**src/rtl/key_pkg.sv**
```systemverilog
// Shared types and level constants for the multi-channel key debouncer.
package key_pkg;

  typedef enum logic [1:0] {
    IDLE       = 2'd0,
    PRESS_FILT = 2'd1,
    HELD       = 2'd2,
    REL_FILT   = 2'd3
  } key_state_e;

  localparam logic KEY_PRESSED  = 1'b0;
  localparam logic KEY_RELEASED = 1'b1;

endpackage

```
**src/rtl/key_debounce_chan.sv**
```systemverilog
// One debounce channel: 2-flop synchronizer, filter FSM, press/release pulses.
// Optional long-press hold counter enabled by macro KEY_LONG_PRESS_EN.
//
// state      | meaning
// IDLE       | released, waiting for a low level
// PRESS_FILT | low seen, counting stable-low cycles
// HELD       | accepted press, waiting for a high level
// REL_FILT   | high seen while held, counting stable-high cycles
module key_debounce_chan
  import key_pkg::*;
#(
  parameter int unsigned DEBOUNCE_CYCLES = 1000000
`ifdef KEY_LONG_PRESS_EN
  , parameter int unsigned LONG_CYCLES = 50000000
`endif
) (
  input  logic clk,
  input  logic rst_n,
  input  logic key_in,
  output logic key_level,
  output logic key_press,
  output logic key_release,
  output logic key_long
);

  localparam int unsigned CNT_W = $clog2(DEBOUNCE_CYCLES + 1);
  localparam logic [CNT_W-1:0] CNT_LAST = CNT_W'(DEBOUNCE_CYCLES - 1);

  logic [1:0]       sync_q;
  logic             sync;
  key_state_e       state;
  logic [CNT_W-1:0] cnt;
  logic             level_q;
  logic             press_q;
  logic             rel_q;
  logic             cnt_done;
  logic             press_accept;
  logic             rel_accept;

  assign sync         = sync_q[1];
  assign cnt_done     = (cnt == CNT_LAST);
  assign press_accept = (state == PRESS_FILT) && (sync == KEY_PRESSED) && cnt_done;
  assign rel_accept   = (state == REL_FILT) && (sync == KEY_RELEASED) && cnt_done;

  always_ff @(posedge clk or negedge rst_n) begin
    if (!rst_n) begin
      sync_q  <= {2{KEY_RELEASED}};
      state   <= IDLE;
      cnt     <= '0;
      level_q <= KEY_RELEASED;
      press_q <= 1'b0;
      rel_q   <= 1'b0;
    end else begin
      sync_q  <= {sync_q[0], key_in};
      press_q <= 1'b0;
      rel_q   <= 1'b0;
      case (state)
        IDLE: begin
          if (sync == KEY_PRESSED) begin
            state <= PRESS_FILT;
            cnt   <= '0;
          end
        end
        PRESS_FILT: begin
          if (sync == KEY_RELEASED) begin
            state <= IDLE;
            cnt   <= '0;
          end else if (cnt_done) begin
            state   <= HELD;
            cnt     <= '0;
            level_q <= KEY_PRESSED;
            press_q <= 1'b1;
          end else begin
            cnt <= cnt + 1'b1;
          end
        end
        HELD: begin
          if (sync == KEY_RELEASED) begin
            state <= REL_FILT;
            cnt   <= '0;
          end
        end
        REL_FILT: begin
          if (sync == KEY_PRESSED) begin
            state <= HELD;
            cnt   <= '0;
          end else if (cnt_done) begin
            state   <= IDLE;
            cnt     <= '0;
            level_q <= KEY_RELEASED;
            rel_q   <= 1'b1;
          end else begin
            cnt <= cnt + 1'b1;
          end
        end
        default: begin
          state <= IDLE;
          cnt   <= '0;
        end
      endcase
    end
  end

  assign key_level   = level_q;
  assign key_press   = press_q;
  assign key_release = rel_q;

`ifdef KEY_LONG_PRESS_EN
  localparam int unsigned HOLD_W = $clog2(LONG_CYCLES + 1);
  localparam logic [HOLD_W-1:0] HOLD_LAST = HOLD_W'(LONG_CYCLES - 1);
  localparam logic [HOLD_W-1:0] HOLD_SAT  = HOLD_W'(LONG_CYCLES);

  logic [HOLD_W-1:0] hold_cnt;
  logic              long_q;

  // Counter parks at LONG_CYCLES so the pulse fires once per accepted press;
  // a release accepted on the same edge wins so pulses never overlap.
  always_ff @(posedge clk or negedge rst_n) begin
    if (!rst_n) begin
      hold_cnt <= '0;
      long_q   <= 1'b0;
    end else begin
      long_q <= 1'b0;
      if (press_accept) begin
        hold_cnt <= '0;
      end else if (((state == HELD) || (state == REL_FILT)) && (hold_cnt != HOLD_SAT)) begin
        hold_cnt <= hold_cnt + 1'b1;
        long_q   <= (hold_cnt == HOLD_LAST) && !rel_accept;
      end
    end
  end

  assign key_long = long_q;
`else
  assign key_long = 1'b0;
`endif

endmodule

```
**src/rtl/key_debounce_multi.sv**
```systemverilog
// Multi-channel key debouncer: NUM_KEYS independent key_debounce_chan instances.
// Long-press detection is built only when macro KEY_LONG_PRESS_EN is defined.
module key_debounce_multi
  import key_pkg::*;
#(
  parameter int unsigned NUM_KEYS        = 4,
  parameter int unsigned DEBOUNCE_CYCLES = 1000000,
  parameter int unsigned LONG_CYCLES     = 50000000
) (
  input  logic                clk,
  input  logic                rst_n,
  input  logic [NUM_KEYS-1:0] key_in,
  output logic [NUM_KEYS-1:0] key_level,
  output logic [NUM_KEYS-1:0] key_press,
  output logic [NUM_KEYS-1:0] key_release,
  output logic [NUM_KEYS-1:0] key_long
);

  if (NUM_KEYS < 1 || DEBOUNCE_CYCLES < 1 || LONG_CYCLES < 1) begin : g_param_check
    $fatal(1, "key_debounce_multi: NUM_KEYS and cycle parameters must be >= 1");
  end

  for (genvar i = 0; i < NUM_KEYS; i++) begin : g_chan
    key_debounce_chan #(
      .DEBOUNCE_CYCLES (DEBOUNCE_CYCLES)
`ifdef KEY_LONG_PRESS_EN
      , .LONG_CYCLES   (LONG_CYCLES)
`endif
    ) u_chan (
      .clk         (clk),
      .rst_n       (rst_n),
      .key_in      (key_in[i]),
      .key_level   (key_level[i]),
      .key_press   (key_press[i]),
      .key_release (key_release[i]),
      .key_long    (key_long[i])
    );
  end

endmodule

```
**config.mk**
```make
export PLATFORM = sky130hd
export DESIGN_NAME = key_debounce_multi
export DESIGN_NICKNAME = d
export VERILOG_FILES = /design/src/rtl/key_pkg.sv /design/src/rtl/key_debounce_chan.sv /design/src/rtl/key_debounce_multi.sv
export SDC_FILE = /design/constraint.sdc
export NUM_CORES = 1
export LEC_CHECK = 0
export BUFFER_PORTS_ARGS = -buffer_cell sky130_fd_sc_hd__buf_2
export CAP_MARGIN = 20
export CORE_ASPECT_RATIO = 1.75
export CORE_UTILIZATION = 62
export DETAILED_ROUTE_END_ITERATION = 6
export GPL_TIMING_DRIVEN = 0
export HOLD_SLACK_MARGIN = 0.06
export PLACE_DENSITY = 0.77
export SLEW_MARGIN = 20
export SYNTH_ARGS = -nofsm -noshare
export SYNTH_HDL_FRONTEND = slang
export SYNTH_HIERARCHICAL = 1
export SYNTH_SLANG_ARGS = --single-unit
```
**constraint.sdc**
```tcl
create_clock -name clk -period 2.3 [get_ports clk]
set_input_delay 0.46 -clock clk [delete_from_list [all_inputs] [get_ports clk]]
set_output_delay 0.46 -clock clk [all_outputs]
set_load 0.005 [all_outputs]
```
==> results of run 1 <==
logic make-up (layout without fill, tap and decap cells):
group           count (synthesis)  in the layout  synth area share (%)
simple gates                  257            257                  25.3
compound gates                164            164                  17.4
flops                         108            108                  48.8
buf+inv                        57             92                  4.74
xor+xnor                       13             13                  2.04
fa+ha+maj                       4              4                 0.898
other cells                     4              4                 0.269
mux                             3              3                 0.539
registers in the layout (all words and copies together) (netlist names), named ones only:
register	count
g_chan.u_chan/cnt	80
g_chan.u_chan/sync_q	8
g_chan.u_chan/key_level	4
g_chan.u_chan/key_press	4
g_chan.u_chan/key_release	4
g_chan.u_chan/state	4
per-stage QoR:
stage / instance area, sq um / power, mW / worst slack [ps] / util [%] / hold slack, ps
finish: 6200 / 5.69 / 168 / 71.5 / 205
global route: 6200 / 6.03 / 23.8 / 71.5 / 197
CTS: 6190 / 5.70 / 163 / 71.4 / 197
detailed placement: 5840 / 3.94 / 183 / 67.3 / 344
global placement: 5800 / 3.87 / -398 / 66.9 / 349
floorplan: 5570 / 3.46 / 436 / - / 164
cells in the final DEF (no fill, tap or decap), types with 5 or more instances in the layout:
cell       count
a21o_1        10
a21oi_1       48
a31oi_1       25
and2_1         5
and3_1        14
buf_2         26
clkbuf_1       7
clkbuf_16      9
dfrtp_1       96
dfstp_2       12
inv_1         33
nand2_1       71
nand2b_1       9
nand3_1       42
nand4_1       17
nor2_1        33
nor3_1        11
nor4_2         5
o211ai_1       8
o21ai_0       31
o21ai_1       17
o22ai_1        6
or3_1         13
or4_1          7
xnor2_1        7
xor2_1         6
metal layers:
metal / GRT usage (%) / part of all wire (%) / vias to the layer above
met5: 0 / 0 / -
met4: 11.5 / 1.2 / 0
met3: 3.63 / 3.5 / 18
met2: 49.7 / 54 / 131
met1: 34.0 / 42 / 2310
li1: - / - / 2271
path summary, 6_finish.rpt:
| check | startpoint | endpoint | slack [ps] |
|---|---|---|---|
| worst max-delay path | g_chan[0].u_chan/cnt[0] | flip-flop | 170 |
| worst min-delay path | key_in[2] | g_chan[2].u_chan/sync_q[0] | 210 |
| worst max register to register | g_chan[0].u_chan/cnt[0] | flip-flop | 170 |
| worst min register to register | g_chan[2].u_chan/sync_q[0] | g_chan[2].u_chan/sync_q[1] | 360 |
| max in group asynchronous | rst_n | g_chan[1].u_chan/key_level | 1070 |
| min in group asynchronous | rst_n | g_chan[3].u_chan/cnt[6] | 550 |
cell type report:
type,instances,area (sq um)
fillers,695,2470
flip-flops and latches,108,2720
well taps,117,146
repair buffers,19,129
multi-input cells,445,2600
clock buffers,9,225
inverters,33,124
clock inverters,7,114
plain buffers,24,140
what timing repair did:
action,4_1_cts,5_1_grt
hold buffers,1,0
resized for setup,0,1
setup endpoints to repair,0,5
hold endpoints to repair,25,0
power by group through the flow:
stage | clock network, mW | logic [mW] | registers (mW)
2_1_floorplan | 0 | 1.21 | 2.25
3_3_place_gp | 0 | 1.59 | 2.27
3_5_place_dp | 0 | 1.65 | 2.29
4_1_cts | 1.79 | 1.66 | 2.26
5_1_grt | 1.86 | 1.88 | 2.29
6_report | 1.76 | 1.67 | 2.26
worst reg2reg max path: stages (launching register included):
cell,delay [ps]
dfrtp_1,400
ha_1,230
nand3_2,150
nor4_2,420
a21oi_1,140
buf_2,210
buf_2,210
o21ai_0,170
o31ai_1,90
==> results.toml, run 1 <==
[run_status]
outcome = "complete, no violations"

[detailed_routing]
via_per_inst = 6.21
vias = 4730
drc = 0
drtIter0Drc = 320
ant_nets = 0
dr.pass1.iters = 5
wirelength_microns = 12200
routedWlPerCell_microns = 16.0

[synthesis]
post-synth-top-count-cell = "dfrtp_1"
yosysWarnings = 6
synth_area_sq_um = 5570
yosysTopAreaCell = "dfrtp_1"
synth_top_area_share_pct = 43.1
synthFlopType = "dfrtp_1"
synth-seq-cells = 108
synth_cell_type_count = 51
synthCells = 610
synthArstFlopShare_pct = 100
syn_avg_cell_area_sq_um = 9.14
seq_area_frac_synth_pct = 48.8
netlist_top_cells_count = "96 x dfrtp_1, 71 x nand2_1, 48 x a21oi_1, 42 x nand3_1"
syn-num-nets = 620
netlist_top_cells_area = "dfrtp_1 43%, dfstp_2 5.7%, nand2_1 4.8%"
synth_edf_count = 0

[critical_path]
cp_num_cells = 8
cp-end-kind = "flip-flop"
cp_common_cell = "buf_2"
timing.critical_path.from_type = "flip-flop"
crit_chain = "ha_1, nand3_2, nor4_2, a21oi_1, buf_2, buf_2, o21ai_0, o31ai_1"
path_max_fanout = 10
cp.required_ps = 2530
crit_slowest_cell = "nor4_2"
criticalPathCategory = "reg -> reg"
critPathArrivalTime_ps = 2360
cp_top_family = "simple AND/OR/NAND/NOR gates"
cpPeakStageDelay_ps = 420
r2r_cells = 8
cp_num_buf_inv = 2

[timing]
fmax_mhz = 469
rsz0062_at_grt = "false"
setup_viol = 0
finalHoldViolations = 0
period_minus_slack_ps = 2130
relSlewSlack_pct = 51.0
finalClockSkew_ps = 7.55
tns_ps = 0
period_share_pct = 92.7
finalMaxSlewViolations = 0
tightest_slew_ps = 728

[floorplanning]
num_io_pins = 22
die_y_microns = 127
die_x_microns = 73.7
num_rows = 45
design.die.area_sq_um = 9390
start_util_pct = 64.3
core_sq_um = 8670

[finish]
finalNetCount = 650
diodes = 0
area_growth_pct = 11.2
finalNonFillerCells = 762
drive_gt1_share_pct = 13.0

[placement]
port_buffers = 17
place_inst = 745
hpwl_microns = 8360
gp_congestion = 0.917

[grt]
grt_pass1_wl_microns = 20700
grt_use_total_pct = 28.2
antenna_found_initial = 0
grt_max_degree = 82
first_global_vias = 4575
overflow = 0

[power]
power_frac_clock_pct = 31.0
ir_drop_mv = 0.597
internal_power_mw = 3.68
seq_power_share_pct = 39.7
swShare_pct = 35.4
cellPowerDensity_nw_per_um2 = 918
leakage_nw = 2.64
p_switching_mw = 2.01
power_frac_comb_pct = 29.3

[cts]
clkSlewWorstSetupHoldPaths_ps = 70
clock_sink_count = 108
clock_path_buffers = 2
htree_levels = 3
cts_tree = "yes"
cts_root_buffer = "clkbuf_16"
post_cts_buffers = 0
clock_latency_ps = 350
cts_made_buffers = 9

[flow_run]
cap_violations = 0

[worst_hold_path]
min_path_type = "in -> reg"
holdPathStages = 1
No activity file was read; power rests on OpenSTA's default activity.
==> inputs of run 2 (changes only) <==
CORE_UTILIZATION = 64   (was 62)
CTS_BUF_LIST = sky130_fd_sc_hd__clkbuf_8   (was unset)
GPL_TIMING_DRIVEN = unset   (was 0)
PLACE_DENSITY = unset   (was 0.77)
PLACE_DENSITY_LB_ADDON = 0.12   (was unset)
==> results.toml, run 2 (same netlist as run 1, synthesis figures left out) <==
[run_status]
outcome = "complete, no violations"

[placement]
gp_congestion = 0.804
postPlaceCellArea_sq_um = 5780
hpwl_microns = 7790
pre_cts_ws_ps = 71.8
port_buffers = 17

[finish]
top_register = "g_chan.u_chan/cnt"
final_common_cell = "dfrtp_1"
area_growth_pct = 7.75
final_cell_mix = "96 x dfrtp_1, 71 x nand2_1, 46 x a21oi_1"
largest_reg_flops = 80
reg_top3 = "g_chan.u_chan/cnt x80, g_chan.u_chan/sync_q x8"
diodes = 0
post-route-cell-area_sq_um = 6000
finalNetCount = 637
drive_gt1_share_pct = 12.8

[floorplanning]
core_sq_um = 8370
num_rows = 44
design.die.area_sq_um = 9100
start_util_pct = 66.6
die_x_microns = 72.5
num_io_pins = 22
die_y_microns = 125

[power]
finalPower_mw = 5.09
cellPowerDensity_nw_per_um2 = 849
ir_drop_mv = 0.694
leakage_nw = 2.52

[grt]
overflow = 0
use_met2_pct = 46.7
grt_pass1_wl_microns = 19800
grt_max_degree = 109
first_global_vias = 4469
antenna_found_initial = 0
grt.met3_usage_pct = 4.83
grt.busiest_layer = "met2"
use_met1_pct = 33.8
grt_use_total_pct = 27.4

[cts]
cts_made_buffers = 9
post_cts_buffers = 0
clock_latency_ps = 370
cts_root_buffer = "clkbuf_8"
ctsHoldBuffers = 0
cts_resized = 0
clock_sink_count = 108
clock_path_buffers = 2
clkSlewWorstSetupHoldPaths_ps = 100
htree_levels = 3
cts_tree = "yes"

[timing]
finalMaxSlewViolations = 0
finalHoldViolations = 0
finalClockSkew_ps = 6.92
period_minus_slack_ps = 2140
rsz0062_at_grt = "false"
setup_viol = 0
relSlewSlack_pct = 31.3
tightest_slew_ps = 1030
tns_ps = 0
finalWorstSetupSlack_ps = 157
holdWs_ps = 140
period_share_pct = 93.2
fmax_mhz = 467

[detailed_routing]
vias = 4582
drc = 0
routedWlPerCell_microns = 15.5
drtIter0Drc = 388
dr.pass1.iters = 4
via_per_inst = 6.13
wirelength_microns = 11500
ant_nets = 0

[worst_hold_path]
min_path_type = "in -> async"

[critical_path]
cpPeakStageDelay_ps = 560
path_max_fanout = 21
cp_num_buf_inv = 0
cp-end-kind = "flip-flop"
cp.required_ps = 2570
crit_slowest_cell = "or4_4"
cp_top_family = "simple AND/OR/NAND/NOR gates"
critPathArrivalTime_ps = 2420
crit_chain = "or4_4, nor4_4, a21o_2, o21ai_1, a21o_1"
timing.critical_path.from_type = "flip-flop"
criticalPathCategory = "reg -> reg"

[flow_run]
cap_violations = 0
## run 2: routing by layer
metal,up-vias,part of all wire [%]
li1,2235,-
met1,2245,42
met2,87,53
met3,15,2.9
met4,0,1.6
met5,-,0
## run 2: metrics by stage
| stage | std cells | util (%) |
|---|---|---|
| floorplan | 610 | - |
| global placement | 731 | 69.1 |
| detailed placement | 731 | 69.1 |
| CTS | 747 | 71.7 |
| global route | 747 | 71.8 |
| finish | 747 | 71.8 |
## run 2: power breakdown
| group | switching (mW) | internal [mW] |
|---|---|---|
| combinational | 1.07 | 0.511 |
| sequential | 0.196 | 2.06 |
| clock | 0.639 | 0.609 |
| total | 1.91 | 3.19 |
## run 2: final cells by class
cell class / count / area (sq um)
flip-flops and latches: 108 / 2720
multi-input cells: 445 / 2610
fillers: 652 / 2360
repair buffers: 30 / 198
well taps: 115 / 144
clock buffers: 9 / 124
inverters: 33 / 124
clock inverters: 7 / 91.3
## run 2: path summary, 6_finish.rpt
path,end,slack (ps),cells past startpoint,start
max in group asynchronous,g_chan[0].u_chan/cnt[12],1710,2,rst_n
max,g_chan[3].u_chan/cnt[11],160,5,g_chan[3].u_chan/cnt[12]
min in group clk,g_chan[3].u_chan/sync_q[0],180,1,key_in[3]
min reg2reg,g_chan[2].u_chan/sync_q[1],360,0,g_chan[2].u_chan/sync_q[0]
min,g_chan[3].u_chan/cnt[8],140,2,rst_n
max reg2reg,g_chan[3].u_chan/cnt[11],160,5,g_chan[3].u_chan/cnt[12]
## run 2: worst register-to-register path: cells and delay by family (launching register included)
kind / cells / cell delay [ps]
AO/OA/AOI/OAI: 3 / 760
flip-flops: 1 / 430
AND/OR/NAND/NOR: 2 / 870
